==> src/rtl/core_ctrl_pkg.sv <==
// Shared types and constants for the core pipeline control slice.
package core_ctrl_pkg;

   typedef enum logic [1:0] {
      RUN     = 2'd0,
      STALL   = 2'd1,
      MEMWAIT = 2'd2,
      FLUSH   = 2'd3
   } hz_state_t;

   localparam logic [31:0] NOP_INST = 32'h0000_0013;

endpackage

==> src/rtl/sat_counter.sv <==
// Saturating up-counter with async active-low clear; holds at all-ones.
module sat_counter #(
   parameter int unsigned W = 16
) (
   input  logic         clk,
   input  logic         rst_n,
   input  logic         inc,
   output logic [W-1:0] count
);

   always_ff @(posedge clk or negedge rst_n) begin
      if (!rst_n) begin
         count <= '0;
      end else if (inc && (count != {W{1'b1}})) begin
         count <= count + W'(1);
      end
   end

endmodule

==> src/rtl/pipe_hazard_ctrl.sv <==
// Pipeline stage enable/flush control: memory freeze, branch flush, load-use
// bubble, fetch bubble, plus a stall watchdog and saturating perf counters.
module pipe_hazard_ctrl
   import core_ctrl_pkg::*;
#(
   parameter int unsigned CNT_W     = 16,
   parameter int unsigned MAX_STALL = 8
) (
   input  logic             clk,
   input  logic             rst_n,
   input  logic             stall_req,
   input  logic             branch_taken,
   input  logic             imem_ready,
   input  logic             dmem_req,
   input  logic             dmem_ready,
   output logic             pc_en,
   output logic             ifid_en,
   output logic             ifid_flush,
   output logic             idex_en,
   output logic             idex_flush,
   output logic             exmem_en,
   output logic             memwb_en,
   output logic [1:0]       state_o,
   output logic [CNT_W-1:0] bubble_cnt,
   output logic [CNT_W-1:0] flush_cnt,
   output logic             err_stall
);

   localparam int unsigned RUN_W = 8;

   hz_state_t        state, state_nxt;
   logic [RUN_W-1:0] run_cnt, run_cnt_nxt;
   logic             err_nxt;
   logic             stall_eff;
   logic             bubble_inc;
   logic             flush_inc;

   // State, stall-run counter and sticky watchdog flag
   always_ff @(posedge clk or negedge rst_n) begin
      if (!rst_n) begin
         state     <= RUN;
         run_cnt   <= '0;
         err_stall <= 1'b0;
      end else begin
         state     <= state_nxt;
         run_cnt   <= run_cnt_nxt;
         err_stall <= err_nxt;
      end
   end

   // Priority decode; during reset inputs are masked so outputs read as RUN
   always_comb begin
      pc_en       = 1'b1;
      ifid_en     = 1'b1;
      ifid_flush  = 1'b0;
      idex_en     = 1'b1;
      idex_flush  = 1'b0;
      exmem_en    = 1'b1;
      memwb_en    = 1'b1;
      state_nxt   = RUN;
      run_cnt_nxt = '0;
      err_nxt     = err_stall;
      bubble_inc  = 1'b0;
      flush_inc   = 1'b0;
      stall_eff   = stall_req && (state != FLUSH);

      if (!rst_n) begin
         state_nxt = RUN;
      end else if (dmem_req && !dmem_ready) begin
         pc_en       = 1'b0;
         ifid_en     = 1'b0;
         idex_en     = 1'b0;
         exmem_en    = 1'b0;
         memwb_en    = 1'b0;
         state_nxt   = MEMWAIT;
         run_cnt_nxt = run_cnt;
      end else if (branch_taken) begin
         ifid_flush = 1'b1;
         idex_flush = 1'b1;
         state_nxt  = FLUSH;
         flush_inc  = 1'b1;
      end else if (stall_eff) begin
         pc_en      = 1'b0;
         ifid_en    = 1'b0;
         idex_flush = 1'b1;
         state_nxt  = STALL;
         bubble_inc = 1'b1;
         if (run_cnt >= RUN_W'(MAX_STALL)) begin
            err_nxt = 1'b1;
         end
         run_cnt_nxt = (run_cnt == {RUN_W{1'b1}}) ? run_cnt : run_cnt + RUN_W'(1);
      end else if (!imem_ready) begin
         pc_en      = 1'b0;
         ifid_flush = 1'b1;
      end
   end

   assign state_o = state;

   sat_counter #(.W(CNT_W)) u_bubble_cnt (
      .clk   (clk),
      .rst_n (rst_n),
      .inc   (bubble_inc),
      .count (bubble_cnt)
   );

   sat_counter #(.W(CNT_W)) u_flush_cnt (
      .clk   (clk),
      .rst_n (rst_n),
      .inc   (flush_inc),
      .count (flush_cnt)
   );

endmodule

==> config.mk <==
export PLATFORM = sky130hd
export DESIGN_NAME = pipe_hazard_ctrl
export DESIGN_NICKNAME = d
export VERILOG_FILES = /design/src/rtl/core_ctrl_pkg.sv /design/src/rtl/sat_counter.sv /design/src/rtl/pipe_hazard_ctrl.sv
export SDC_FILE = /design/constraint.sdc
export NUM_CORES = 1
export LEC_CHECK = 0
export ABC_CLOCK_PERIOD_IN_PS = 3300
export CORE_AREA = 2 2 69 87
export CTS_CLUSTER_DIAMETER = 50
export DETAILED_ROUTE_END_ITERATION = 16
export DIE_AREA = 0 0 71 89
export DONT_BUFFER_PORTS = 1
export PLACE_DENSITY = 0.59
export RECOVER_POWER = 50
export SYNTH_ARGS = -nofsm -noshare
export SYNTH_HDL_FRONTEND = slang
export SYNTH_SLANG_ARGS = --single-unit
==> constraint.sdc <==
create_clock -name clk -period 3.3 [get_ports clk]
set_clock_uncertainty 0.1 [all_clocks]
set_input_delay 0.33 -clock clk [delete_from_list [all_inputs] [get_ports clk]]
set_output_delay 0.33 -clock clk [all_outputs]
set_load 0.03 [all_outputs]
# Word level (Yosys, flattened, before mapping)
# Index checks and enable logic that the tools add are counted.
dict set report word_totals {
  word_cells 59
  output_inout_bits 42
  inputBits 7
  reg_bits 43
}
dict set report op_classes {
  add_sub_neg 3
  bitwise 2
  n_reduce_logical 7
  magnitude_cmp 1
  eq_ne 6
  mux 35
}
# cell count
set op_table {}
lappend op_table {{$mux W8} 5}
lappend op_table {{$add A16 B1 Y16 const B} 2}
lappend op_table {{$ne A16 B16 Y1 const B} 2}
lappend op_table {{$mux W1} 27}
lappend op_table {{$add A8 B1 Y8 const B} 1}
lappend op_table {{$eq A8 B8 Y1 const B} 1}
lappend op_table {{$ge A8 B4 Y1 const B} 1}
lappend op_table {{$mux W2} 3}
lappend op_table {{$reduce_and A5 Y1} 1}
lappend op_table {{$logic_and A1 B1 Y1} 4}
lappend op_table {{$ne A2 B2 Y1 const B} 2}
lappend op_table {{$ne A4 B4 Y1 const B} 1}
lappend op_table {{$not A1 Y1} 2}
lappend op_table {{$reduce_and A2 Y1} 1}
lappend op_table {{$logic_not A1 Y1} 1}

# Longest topological paths before layout
dict set report logic_depth {
  word_depth 7
  depth_mapped 6
  mapped_depth_nobuf 6
}

# Cells and area by module
# A second synthesis with hierarchy kept.
dict set report unflattened {
  hier_cells 221
  area_unflattened_um2 2414.8
}
# mod n_inst seq_area_each_um2 cells_each area_each_um2
set by_module_without_submodules {}
lappend by_module_without_submodules {sat_counter 2 400.4 72 859.6}
lappend by_module_without_submodules {pipe_hazard_ctrl 1 275.3 77 695.7}

# Worst setup path before layout
# No wires, ideal clock.
dict set report synth_path {
  path_kind {reg-to-output}
  start {register state[0], in the netlist state_o[0]}
  end {output pc_en}
  t_required_ns 2.870
  n_path_buf 0
  stages_incl_launch_ff 5
  setup_slack_ns 0.649
  arrival_ns 2.221
  cell_sequence {dfrtp_1 a21boi_2 and2_0 a21oi_1 a21boi_0}
}
dict set report synth_between {
  elab_chain_cells 6
}
# element line_no
set synth_rtl {}
lappend synth_rtl {{from (decl)} pipe_hazard_ctrl.sv:31} ;# hz_state_t state, state_nxt;
lappend synth_rtl {{from (signal assigned)} pipe_hazard_ctrl.sv:45} ;# state <= state_nxt;
lappend synth_rtl {{$ne A2 B2 Y1} pipe_hazard_ctrl.sv:65} ;# stall_eff = stall_req && (state != FLUSH);
lappend synth_rtl {{$logic_and A1 B1 Y1} pipe_hazard_ctrl.sv:65}
lappend synth_rtl {{$mux W1} pipe_hazard_ctrl.sv:82} ;# end else if (stall_eff) begin
lappend synth_rtl {{$mux W1} pipe_hazard_ctrl.sv:77} ;# end else if (branch_taken) begin
lappend synth_rtl {{$mux W1} pipe_hazard_ctrl.sv:69} ;# end else if (dmem_req && !dmem_ready) begin
lappend synth_rtl {{$mux W1} pipe_hazard_ctrl.sv:67} ;# if (!rst_n) begin
lappend synth_rtl {{to (decl)} pipe_hazard_ctrl.sv:16} ;# output logic pc_en,
# No other way between the ends.

# Worst setup path after layout
dict set report layout_path {
  start {register state[1], in the netlist state_o[1]}
  end {output pc_en}
}
# Same word-level chain as after synthesis.

==> results.json <==
{
  "run_status": "finished with violations",
  "violated_checks": "max-capacitance violations, max-slew violations",
  "syn_area_cell_um2": 10.4,
  "globalplace.congestion": 0.780,
  "netlist-cell-type-count": 39,
  "syn2layout_area_growth_pct": 8.65,
  "critPathCaptureType": "output pin",
  "n_fill_cell": 539,
  "timing.setup.tns_ns": 0,
  "portBuffers": 0,
  "die_height_um": 89,
  "dp_hpwl_mm": 3.10,
  "vias_per_inst": 5.54,
  "total_leakage_power_uw": 0.00100,
  "origin_of_the_critical_flop_to_flop_path": "u_bubble_cnt.count[0]",
  "r2r.worst_path.cells": 5,
  "worstPathMaxFanout": 6,
  "worstSetupPathType": "flip-flop to output pin",
  "layout.cell_area.non_filler_um2": 2330,
  "drv_cap": 1,
  "finalHoldViolations": 0,
  "worst_pin_slew_ns": 1.97,
  "setup_viol_count_final": 0,
  "cts_tree": "yes",
  "worst_setup_start_kind": "flip-flop",
  "cts.path.max_buffers": 2,
  "ctsHtreeMaxLevel": 2,
  "firstDrtPassIters": 4,
  "grt_first_pass_wirelength_mm": 7.80,
  "synth_edf_count": 0,
  "route.detailed.wl_per_inst_um": 15.9,
  "num_vias": 1546,
  "ys_seq_elements": 43,
  "placed_area_um2": 2220,
  "cts.sinks": 43,
  "grt_setup_unrepaired": "false",
  "min_from": "rst_n",
  "synth_top_cells_by_count": "dfrtp_1 (43), nand2_1 (24), xnor2_1 (20), nand3_1 (18), nor2_1 (17)",
  "synth-warning-count": 0,
  "grt_pass1_vias": 1581,
  "timing.reg2reg.setup_slack_ns": 1.15,
  "ys_async_sr_fraction_pct": 100,
  "timing.slew.headroom_pct": -31.3,
  "placeableCoreArea_um2": 5440,
  "final_net_count": 225,
  "synthDominantCellAreaShare_pct": 50.3,
  "global_route.overflow_total": 0,
  "grt_antenna_before_repair": 0,
  "worst_setup_path_startpoint": "state_o[1]",
  "grt_max_degree": 44,
  "synth_seq_area_share_pct": 50.3,
  "min-delay-path-class": "input port to flip-flop",
  "num_rows": 30,
  "synth_top_area_cell": "dfrtp_1",
  "cts_setup_buffers": 0,
  "wirelength_routed_mm": 4.44,
  "fmaxAchievable_mhz": 364,
  "most_repeated_cell_in_the_gate_level_netlist_after_synthesis": "dfrtp_1",
  "arrival_time_at_the_worst_endpoint_ns": 2.32,
  "synth_area_leaders": "dfrtp_1 (50%), xnor2_1 (8.2%), nand3_1 (4.2%)",
  "pwr_density_cell_nw_per_um2": 548,
  "postSynthNetCount": 216,
  "detail_route.drc_violations": 0,
  "yosys_most_used_dff": "dfrtp_1",
  "cts_buffers": 5,
  "worst_skew_pair.late_latency_ns": 0.29,
  "die_width_um": 71,
  "dieArea_um2": 6320,
  "worstPathRequired_ns": 2.87,
  "layout_worst_path_cycle_share_pct": 83.4,
  "syn-instance-count": 205,
  "grt_usage_pct": 15.8,
  "diodes": 0,
  "finalCriticalPeriod_ns": 2.75,
  "drt_iter0_markers": 73,
  "reg2reg_to": "u_bubble_cnt.count[1]",
  "floorplan.io_pins": 49,
  "crit_end": "pc_en",
  "initial_utilization_pct": 39.3,
  "netlist_area_um2": 2140,
  "clkSlewWorstSetupHoldPaths_ns": 0.08,
  "slew_viol_final": 44,
  "postRouteAntennaNets": 0,
  "cts_root_buffer": "clkbuf_8",
  "power.ir.vdd_worst_v": 0.000353,
  "layout-drive-gt1-share_pct": 9.30
}
cells by family after synthesis:
| family | after synthesis | share of synthesized area [%] |
|---|---|---|
| compound gates | 24 | 7.13 |
| xor+xnor | 28 | 11.5 |
| fa+ha+maj | 4 | 2.34 |
| buf+inv | 6 | 1.40 |
| flops | 43 | 50.3 |
| mux | 3 | 1.58 |
| simple gates | 97 | 25.8 |
worst max-delay path, cell delays in order, from the launching register on:
cell      delay [ns]
dfrtp_1         0.54
a21boi_2        0.18
and2_0          0.28
a21oi_1         0.59
a21boi_0        0.25
buf_4           0.19
routing by layer:
metal | share of wire, % | global-route usage [%] | vias to the layer above
met3 | 7.1 | 5.52 | 5
met5 | 0 | 0 | -
met4 | 1.2 | 5.66 | 0
met1 | 45 | 19.8 | 749
li1 | - | - | 745
met2 | 47 | 25.5 | 47
repair_timing:
item | 4_1_cts | 5_1_grt
endpoints found under the hold margin | 43 | 0
resized for setup | 0 | 0
hold buffers | 2 | 0
worst min-delay path by stage:
stage | to | slack (ns) | cells past startpoint
after floorplan | err_stall | -0.07 | 0
after global placement | u_bubble_cnt.count[9] | -0.06 | 0
after detailed placement | u_bubble_cnt.count[9] | -0.06 | 0
after CTS | state_o[1] | 0.05 | 1
after global routing | state_o[1] | 0.04 | 1
final | state_o[1] | 0.06 | 1
registers in the layout, summed over array words and instances (netlist names):
name                flops
u_bubble_cnt.count     16
state_o                 2
run_cnt                 8
u_flush_cnt.count      16
err_stall               1
area by class of cell:
cell class                      instances  area (µm²)  share of cell area (%)
Sequential cell                        43        1080                    46.3
Tap cell                               64        80.1                    3.44
Multi-Input combinational cell        156        1030                    44.5
Inverter                                4        15.0                   0.646
Timing Repair Buffer                    4        35.0                    1.51
Clock buffer                            6        72.6                    3.12
Clock inverter                          2        12.5                   0.538
placed cells by master, fill, tap and decap left out, types with 5 or more instances in the layout:
cell,count
dfrtp_1,43
nand2_1,24
xnor2_1,20
nand3_1,18
nor2_1,17
nand4_1,12
xor2_1,8
o21ai_0,7
and3_1,6
clkbuf_8,5
report_power, final:
| part | switching [µW] | total [µW] | internal, µW |
|---|---|---|---|
| Combinational | 78.8 | 146 | 66.7 |
| Sequential | 214 | 799 | 586 |
| Clock | 182 | 330 | 148 |
metrics by stage:
step,worst slack (ns),utilization (%),hold slack (ns),instances,total power (µW)
finish,0.549,42.7,0.0611,279,1280
floorplan,0.649,-,-0.0656,205,905
detailed placement,0.841,40.8,-0.0647,269,947
CTS,0.503,43.1,0.0489,279,1300
global route,0.238,42.7,0.0442,279,1350
global placement,0.903,40.8,-0.0645,269,942
Note: power is estimated with default switching activity, not from simulation.
